===== src/rtl/dma_cfg_regs.sv =====
// rtl/dma_cfg_regs.sv - AHB-Lite descriptor register block with launch/queue control for a DMA engine
//
// Purpose: holds a programmable DMA descriptor (SRC/DST/SIZE/LEN), launches it to
// the engine on a legal START, queues one further descriptor while the engine is
// busy, and reports completion/error status with a level interrupt.
//
// Ports:
//   HCLK, HRESETn                    clock, asynchronous active-low reset
//   HSEL..HREADY                     AHB-Lite slave request inputs
//   HREADYOUT, HRESP, HRDATA         AHB-Lite slave response (zero wait, OKAY only)
//   DMAsrc, DMAdst, DMAsize, DMAlen  active descriptor to the engine
//   DMAstart                         one-cycle launch pulse
//   DMAdone                          one-cycle completion pulse from the engine
//   DMA_IRQ                          level interrupt, IE & (DONE | ERR)
module dma_cfg_regs #(
   parameter int SLV_ADDR_W = 8
) (
   input  logic                  HCLK,
   input  logic                  HRESETn,
   input  logic                  HSEL,
   input  logic [SLV_ADDR_W-1:0] HADDR,
   input  logic [1:0]            HTRANS,
   input  logic                  HWRITE,
   input  logic [2:0]            HSIZE,
   input  logic [31:0]           HWDATA,
   input  logic                  HREADY,
   output logic                  HREADYOUT,
   output logic [1:0]            HRESP,
   output logic [31:0]           HRDATA,
   output logic [31:0]           DMAsrc,
   output logic [31:0]           DMAdst,
   output logic [2:0]            DMAsize,
   output logic [31:0]           DMAlen,
   output logic                  DMAstart,
   input  logic                  DMAdone,
   output logic                  DMA_IRQ
);

   typedef enum logic [1:0] {IDLE, ACTIVE, ACTIVE_PEND} state_e;

   state_e      state_q, state_d;
   logic [3:0]  addr_q, addr_d;
   logic        wr_q, wr_d, valid_q, valid_d;
   logic [31:0] src_q, src_d, dst_q, dst_d, len_q, len_d;
   logic [2:0]  size_q, size_d;
   logic        ie_q, ie_d, done_q, done_d, err_q, err_d;
   logic [31:0] act_src_q, act_src_d, act_dst_q, act_dst_d, act_len_q, act_len_d;
   logic [2:0]  act_size_q, act_size_d;
   logic [31:0] pnd_src_q, pnd_src_d, pnd_dst_q, pnd_dst_d, pnd_len_q, pnd_len_d;
   logic [2:0]  pnd_size_q, pnd_size_d;
   logic        dmastart_q, dmastart_d, irq_q, irq_d;
   logic        wr_en, start_req, start_ok;
   logic [31:0] rdata;
   logic        unused_inputs;

   assign unused_inputs = ^{HSIZE, HTRANS[0], HADDR[1:0], HADDR[SLV_ADDR_W-1:6]};

   always_comb begin
      state_d    = state_q;
      addr_d     = addr_q;
      wr_d       = wr_q;
      valid_d    = valid_q;
      src_d      = src_q;
      dst_d      = dst_q;
      size_d     = size_q;
      len_d      = len_q;
      ie_d       = ie_q;
      done_d     = done_q;
      err_d      = err_q;
      act_src_d  = act_src_q;
      act_dst_d  = act_dst_q;
      act_size_d = act_size_q;
      act_len_d  = act_len_q;
      pnd_src_d  = pnd_src_q;
      pnd_dst_d  = pnd_dst_q;
      pnd_size_d = pnd_size_q;
      pnd_len_d  = pnd_len_q;
      dmastart_d = 1'b0;

      // Address phase capture; an idle/unselected beat closes the data phase.
      if (HSEL && HTRANS[1] && HREADY) begin
         addr_d  = HADDR[5:2];
         wr_d    = HWRITE;
         valid_d = 1'b1;
      end else if (HREADY) begin
         valid_d = 1'b0;
      end

      wr_en = valid_q && wr_q;
      if (wr_en) begin
         case (addr_q)
            4'h0: src_d  = HWDATA;
            4'h1: dst_d  = HWDATA;
            4'h2: size_d = HWDATA[2:0];
            4'h3: len_d  = HWDATA;
            4'h4: ie_d   = HWDATA[1];
            4'h5: begin
               // Clears first; sets below override them in the same cycle.
               if (HWDATA[1]) done_d = 1'b0;
               if (HWDATA[3]) err_d  = 1'b0;
            end
            default: ;
         endcase
      end

      start_req = wr_en && (addr_q == 4'h4) && HWDATA[0];
      start_ok  = start_req && (len_q != 32'd0) && (size_q[1:0] != 2'b11);
      if (start_req && !start_ok) err_d = 1'b1;

      case (state_q)
         IDLE: begin
            if (start_ok) begin
               {act_src_d, act_dst_d, act_size_d, act_len_d} = {src_q, dst_q, size_q, len_q};
               dmastart_d = 1'b1;
               state_d    = ACTIVE;
            end
         end
         ACTIVE: begin
            if (DMAdone) done_d = 1'b1;
            if (start_ok && DMAdone) begin
               // Engine just finished, so the new descriptor bypasses the pending slot.
               {act_src_d, act_dst_d, act_size_d, act_len_d} = {src_q, dst_q, size_q, len_q};
               dmastart_d = 1'b1;
            end else if (start_ok) begin
               {pnd_src_d, pnd_dst_d, pnd_size_d, pnd_len_d} = {src_q, dst_q, size_q, len_q};
               state_d = ACTIVE_PEND;
            end else if (DMAdone) begin
               state_d = IDLE;
            end
         end
         ACTIVE_PEND: begin
            if (DMAdone) begin
               done_d = 1'b1;
               {act_src_d, act_dst_d, act_size_d, act_len_d} = {pnd_src_q, pnd_dst_q, pnd_size_q, pnd_len_q};
               dmastart_d = 1'b1;
               if (start_ok) begin
                  // Pending slot is being drained this cycle, so it can take the new one.
                  {pnd_src_d, pnd_dst_d, pnd_size_d, pnd_len_d} = {src_q, dst_q, size_q, len_q};
               end else begin
                  state_d = ACTIVE;
               end
            end else if (start_ok) begin
               err_d = 1'b1;
            end
         end
         default: state_d = IDLE;
      endcase

      irq_d = ie_d && (done_d || err_d);
   end

   always_ff @(posedge HCLK or negedge HRESETn) begin
      if (!HRESETn) begin
         state_q    <= IDLE;
         addr_q     <= 4'h0;
         wr_q       <= 1'b0;
         valid_q    <= 1'b0;
         src_q      <= 32'h0;
         dst_q      <= 32'h0;
         size_q     <= 3'h0;
         len_q      <= 32'h0;
         ie_q       <= 1'b0;
         done_q     <= 1'b0;
         err_q      <= 1'b0;
         act_src_q  <= 32'h0;
         act_dst_q  <= 32'h0;
         act_size_q <= 3'h0;
         act_len_q  <= 32'h0;
         pnd_src_q  <= 32'h0;
         pnd_dst_q  <= 32'h0;
         pnd_size_q <= 3'h0;
         pnd_len_q  <= 32'h0;
         dmastart_q <= 1'b0;
         irq_q      <= 1'b0;
      end else begin
         state_q    <= state_d;
         addr_q     <= addr_d;
         wr_q       <= wr_d;
         valid_q    <= valid_d;
         src_q      <= src_d;
         dst_q      <= dst_d;
         size_q     <= size_d;
         len_q      <= len_d;
         ie_q       <= ie_d;
         done_q     <= done_d;
         err_q      <= err_d;
         act_src_q  <= act_src_d;
         act_dst_q  <= act_dst_d;
         act_size_q <= act_size_d;
         act_len_q  <= act_len_d;
         pnd_src_q  <= pnd_src_d;
         pnd_dst_q  <= pnd_dst_d;
         pnd_size_q <= pnd_size_d;
         pnd_len_q  <= pnd_len_d;
         dmastart_q <= dmastart_d;
         irq_q      <= irq_d;
      end
   end

   // Read data is only driven during a read data phase; START always reads back 0.
   always_comb begin
      rdata = 32'h0;
      if (valid_q && !wr_q) begin
         case (addr_q)
            4'h0: rdata = src_q;
            4'h1: rdata = dst_q;
            4'h2: rdata = {29'h0, size_q};
            4'h3: rdata = len_q;
            4'h4: rdata = {30'h0, ie_q, 1'b0};
            4'h5: rdata = {28'h0, err_q, (state_q == ACTIVE_PEND), done_q, (state_q != IDLE)};
            default: rdata = 32'h0;
         endcase
      end
   end

   assign HRDATA    = rdata;
   assign HREADYOUT = 1'b1;
   assign HRESP     = 2'b00;
   assign DMAsrc    = act_src_q;
   assign DMAdst    = act_dst_q;
   assign DMAsize   = act_size_q;
   assign DMAlen    = act_len_q;
   assign DMAstart  = dmastart_q;
   assign DMA_IRQ   = irq_q;

endmodule


===== config.mk =====
export PLATFORM = sky130hd
export DESIGN_NAME = dma_cfg_regs
export DESIGN_NICKNAME = d
export VERILOG_FILES = /design/src/rtl/dma_cfg_regs.sv
export SDC_FILE = /design/constraint.sdc
export NUM_CORES = 1
export LEC_CHECK = 0
export CAP_MARGIN = 10
export CORE_MARGIN = 5
export CORE_UTILIZATION = 59
export CTS_CLUSTER_SIZE = 40
export DETAILED_ROUTE_END_ITERATION = 12
export PLACE_DENSITY = 0.95
export SLEW_MARGIN = 15
export SYNTH_ARGS = -nofsm -noshare
export SYNTH_HDL_FRONTEND = slang
export SYNTH_SLANG_ARGS = --single-unit

===== constraint.sdc =====
create_clock -name HCLK -period 6.6 [get_ports HCLK]
set_input_delay 1.98 -clock HCLK [delete_from_list [all_inputs] [get_ports HCLK]]
set_output_delay 1.98 -clock HCLK [all_outputs]
set_load 0.01 [all_outputs]

Word level (Yosys, flattened, before mapping)
Cells that the tools add are included.
{"block": "word_totals", "ff_bits": 310, "input_bits": 51, "out_inout_bits": 136, "word_cells": 125}
{"block": "classes", "eq_ne": 14, "mux": 61, "n_reduce_logical": 29}
{"operator": "2-to-1 mux 32 bit", "n": 19}
{"operator": "one-hot mux 32 bit (3 select lines)", "n": 3}
{"operator": "one-hot mux 32 bit (2 select lines)", "n": 3}
{"operator": "one-hot mux 32 bit (6 select lines)", "n": 1}
{"operator": "nonzero test 32 bit", "n": 1}
{"operator": "2-to-1 mux 1 bit", "n": 19}
{"operator": "2-to-1 mux 3 bit", "n": 6}
{"operator": "2-to-1 mux 2 bit", "n": 6}
{"operator": "!= test 2 bit, second input constant", "n": 6}
{"operator": "logical AND 1 bit", "n": 11}
{"operator": "one-hot mux 3 bit (3 select lines)", "n": 1}
{"operator": "equality test 4 x 2 -> 1 bit, second input constant", "n": 2}
{"operator": "equality test 4 x 3 -> 1 bit, second input constant", "n": 2}
{"operator": "AND reduction 2 bit", "n": 4}
{"operator": "one-hot mux 2 bit (3 select lines)", "n": 1}
{"operator": "one-hot mux 3 bit (2 select lines)", "n": 1}
{"operator": "nonzero test 2 bit", "n": 3}
{"operator": "AND reduction 5 bit", "n": 1}
{"operator": "equality test 4 x 1 -> 1 bit, second input constant", "n": 1}
{"operator": "zero test 4 bit", "n": 1}
{"operator": "AND reduction 4 bit", "n": 1}
{"operator": "!= test 3 bit, second input constant", "n": 1}
{"operator": "one-hot mux 1 bit (3 select lines)", "n": 1}
{"operator": "AND reduction 3 bit", "n": 1}
{"operator": "7 further kinds", "n": 8}

Logic depth before layout (Yosys ltp)
{"block": "depth", "word_depth": 13, "ltp_mapped": 9, "depth_no_buf": 6}

Worst setup path after synthesis
OpenSTA, ideal clock, no wires.
{"block": "synth_path", "kind": "reg-to-output", "start": "reg state_q[0]", "end": "out HRDATA[2]", "t_arrival_ns": 1.871, "t_required_ns": 4.620, "setup_slack_ns": 2.749, "path_stages_with_launch": 8, "n_path_buf": 3, "cell_sequence": "dfrtp_1 -> inv_1 -> ha_1 -> clkbuf_1 -> clkbuf_1 -> clkbuf_1 -> a22oi_1 -> a21oi_1"}
{"block": "synth_between", "elab_chain_cells": 3}
{"item": "start: declaration", "line": "41", "rtl": "state_e state_q, state_d;"}
{"item": "start signal: assignment", "line": "176", "rtl": "state_q <= state_d;"}
{"item": "equality test 2 bit", "line": "210", "rtl": "4'h5: rdata = {28'h0, err_q, (state_q == ACTIVE_PEND), done_q, (state_q != IDLE)};"}
{"item": "one-hot mux 32 bit (6 select lines)", "line": "204", "rtl": "case (addr_q)"}
{"item": "2-to-1 mux 32 bit", "line": "203", "rtl": "if (valid_q && !wr_q) begin"}
{"item": "end: declaration", "line": "29", "rtl": "output logic [31:0] HRDATA,"}
No other way between the ends.

Worst setup path after layout
{"block": "layout_path", "start": "reg addr_q[2]", "end": "out HRDATA[3]"}
{"block": "layout_between", "elab_chain_cells": 3, "elab_cells_between_ends": 8, "classes_between": "eq/ne (5); mux (2); reduce/logical (1)"}
{"item": "start: declaration", "line": "42", "rtl": "logic [3:0] addr_q, addr_d;"}
{"item": "start signal: assignment", "line": "177", "rtl": "addr_q <= addr_d;"}
{"item": "equality test 4 x 3 -> 1 bit, or another cell as far along", "line": "204"}
{"item": "one-hot mux 32 bit (6 select lines) *", "line": "204"}
{"item": "2-to-1 mux 32 bit *", "line": "203"}
Every way passes the cells marked *; elsewhere a longest branch is shown, timed or not.

==> results.cfg <==
[placed_design]
gp_congestion = 0.806
dp_hpwl_mm = 19.8
post_dp_cell_area_mm2 = 0.0156
post-place-cells = 1334
portBuffers = 175

[floorplanning]
io_pins = 187
fp.coreArea_mm2 = 0.0227
rows = 55
start_util_pct = 60.0
die_x_um = 162
die-area_mm2 = 0.0262
dieHeight_um = 162

[final_layout]
n_fill_cell = 1378
area_growth_syn_to_layout_pct = 22.0
postLayoutCellArea_mm2 = 0.0166
drive_gt1_share_pct = 41.2
diodes = 0
stdcell_count = 1391
finalNetCount = 1138

[pwr]
power_density_mw_per_mm2 = 309
leakagePower_uw = 0.00781
max-vdd-ir-drop_mv = 0.193

[min_path]
hold_path.class = reg2reg

[grt]
grt_usage_pct = 24.5
grt_max_degree = 143
grt_overflow_total = 0
grt_pass1_vias = 9489
grt_pass1_wl_mm = 52.0
antenna_found_initial = 0

[route]
route.detailed.drc = 0
vias_per_cell = 6.16
routed_wl_mm = 31.9
ant_nets = 0
vias = 8572
wire_per_inst_um = 22.9
drtIter0Drc = 685
drt_first_pass_iters = 6

[timing]
min_period_ns = 5.10
tightest_slew_ns = 1.20
post-route-period-util_pct = 77.3
fin_worst_skew_ns = 0.0171
fin_hold_ws_ns = 0.492
report.final.slew_viol_count = 0
setup_tns_ns = 0
hold_viol = 0
rsz0062_at_grt = no
finalSetupViolCount = 0
slew_headroom_pct = 20.2
max_clock_freq_mhz = 196

[synthesis]
syn-cell-area_mm2 = 0.0136
yosys.cell_types.count = 42
syn_area_per_cell_um2 = 14.8
ys_seq_elements = 310
synth-main-ff-cell = dfrtp_1
synth-edff-count = 0
synthCells = 922
yosysSeqAreaShare_pct = 56.9
async_flop_share_pct = 100
yosys_warnings = 0

[worst_setup_path]
worstPathCellList = nor2_1 -> and3_2 -> a22oi_1 -> a21oi_1 -> clkdlybuf4s50_1
critPathMaxFanout = 33
path_buf_inv = 1
end_kind = primary output
cp_slowest_cell = and3_2
crit_type = reg2out
critical-path-max-stage-delay_ns = 0.82
start_kind = flip-flop
path_delay_family = simple AND/OR/NAND/NOR gates
arrival_ns = 3.12
worstPathRequired_ns = 4.62

[clocking]
clk_latency_ns = 0.55
cts_tree = built
ctsRootBufferMaster = clkbuf_16
htree_num_levels = 1
cts_buffers = 31
clk_pin_slew_ns = 0.06
cts_buffer_depth = 3
ctsResizeCount = 0
cts_hold_buf = 0
cts_setup_buffers = 0
clock-sinks = 310

[outcome]
status = completed

[job]
drv_cap = 0
==> cell usage after synthesis, types with 3 or more instances <==
| cell type | instances | area share, % |
|---|---|---|
| mux2_2 | 380 | 31 |
| dfrtp_1 | 310 | 57 |
| nor2_1 | 34 | 0.94 |
| a222oi_1 | 31 | 2.3 |
| clkbuf_1 | 30 | 0.83 |
| mux2_1 | 22 | 1.8 |
| buf_2 | 18 | 0.66 |
| buf_4 | 12 | 0.66 |
| nand2_1 | 10 | 0.28 |
| nor4_1 | 8 | 0.37 |
| nor2b_1 | 7 | 0.32 |
| a21oi_1 | 6 | 0.22 |
| a22oi_1 | 5 | 0.28 |
| ha_1 | 5 | 0.46 |
| buf_6 | 3 | 0.25 |
| inv_1 | 3 | 0.083 |
| nand3b_1 | 3 | 0.17 |
| o21ai_0 | 3 | 0.11 |
==> final cells by class <==
class                      count  area [um2]  share of cell area [%]
clock buffer                  46         892                    5.37
clock inverter                11         134                   0.805
inverter                       3        11.3                  0.0678
multi-input combinational    547        5600                    33.7
sequential                   310        7760                    46.7
tap                          285         357                    2.15
timing repair buffer         189        1870                    11.3
==> layer usage <==
| metal | GRT usage (%) | vias to the layer above | routed length [um] |
|---|---|---|---|
| met4 | 7.11 | 0 | 729 |
| met2 | 40.6 | 309 | 15900 |
| met1 | 32.8 | 4488 | 13000 |
| met3 | 5.61 | 57 | 2310 |
| met5 | 0 | - | 0 |
| li1 | - | 3718 | - |
==> layout by cell type, fill, tap and decap left out, types with 2 or more instances in the layout <==
| cell type | count |
|---|---|
| inv_1 | 3 |
| nor2_1 | 34 |
| nor2b_1 | 4 |
| a22o_1 | 2 |
| o21ai_0 | 3 |
| nand4_1 | 2 |
| bufinv_16 | 3 |
| conb_1 | 3 |
| nor3_1 | 2 |
| clkbuf_1 | 9 |
| ha_1 | 4 |
| nand3b_1 | 3 |
| a21o_1 | 2 |
| mux2_1 | 22 |
| mux2_2 | 380 |
| buf_4 | 13 |
| and4bb_2 | 2 |
| nand3_1 | 2 |
| clkinv_2 | 7 |
| a22oi_1 | 5 |
| nor2b_4 | 3 |
| clkdlybuf4s50_1 | 174 |
| clkbuf_8 | 6 |
| nand2_1 | 10 |
| mux2i_1 | 2 |
| nor4_1 | 8 |
| clkbuf_16 | 31 |
| a21oi_1 | 6 |
| dfrtp_1 | 310 |
| a222oi_1 | 31 |
==> metrics by stage <==
step | setup WS (ns) | utilization, % | power (uW)
floorplan | 2.75 | - | 2980
global placement | 1.97 | 68.7 | 3320
detailed placement | 1.91 | 68.7 | 3380
CTS | 1.53 | 73.2 | 5170
global route | 1.35 | 73.2 | 5370
finish | 1.50 | 73.2 | 5140
==> state kept, by name (all words and copies together) (netlist names), 32 cells and up <==
signal / cells
len_q: 32
DMAdst: 32
pnd_len_q: 32
DMAsrc: 32
DMAlen: 32
pnd_src_q: 32
dst_q: 32
src_q: 32
pnd_dst_q: 32
==> path summary, 6_finish.rpt <==
path                               startpoint            end  slack, ns  depth (start not counted)
worst max-delay path                addr_q[2]      HRDATA[3]       1.50                          5
worst min-delay path            pnd_size_q[0]  pnd_size_q[0]       0.49                          1
worst max register to register      len_q[23]  pnd_dst_q[12]       3.07                          6
worst min register to register  pnd_size_q[0]  pnd_size_q[0]       0.49                          1
max in group asynchronous             HRESETn        valid_q       3.78                          2
min in group asynchronous             HRESETn  pnd_dst_q[16]       1.52                          1
==> report_power, final <==
group          switching, uW  internal [uW]  total [uW]
clock network            721           1050        1770
registers                296           2180        2470
logic                    365            531         896
total                   1380           3750        5140
==> kinds of logic after synthesis <==
| kind of cell | count (synthesis) | synth area share (%) |
|---|---|---|
| muxes | 404 | 33.4 |
| DFF | 310 | 56.9 |
| and+or+nand+nor | 77 | 2.92 |
| buffers and inverters | 66 | 2.48 |
| AOI/OAI and AO/OA | 58 | 3.80 |
| adders and majority gates | 5 | 0.459 |
| other | 2 | 0.0551 |
Note: power is estimated with default switching activity, not from simulation.
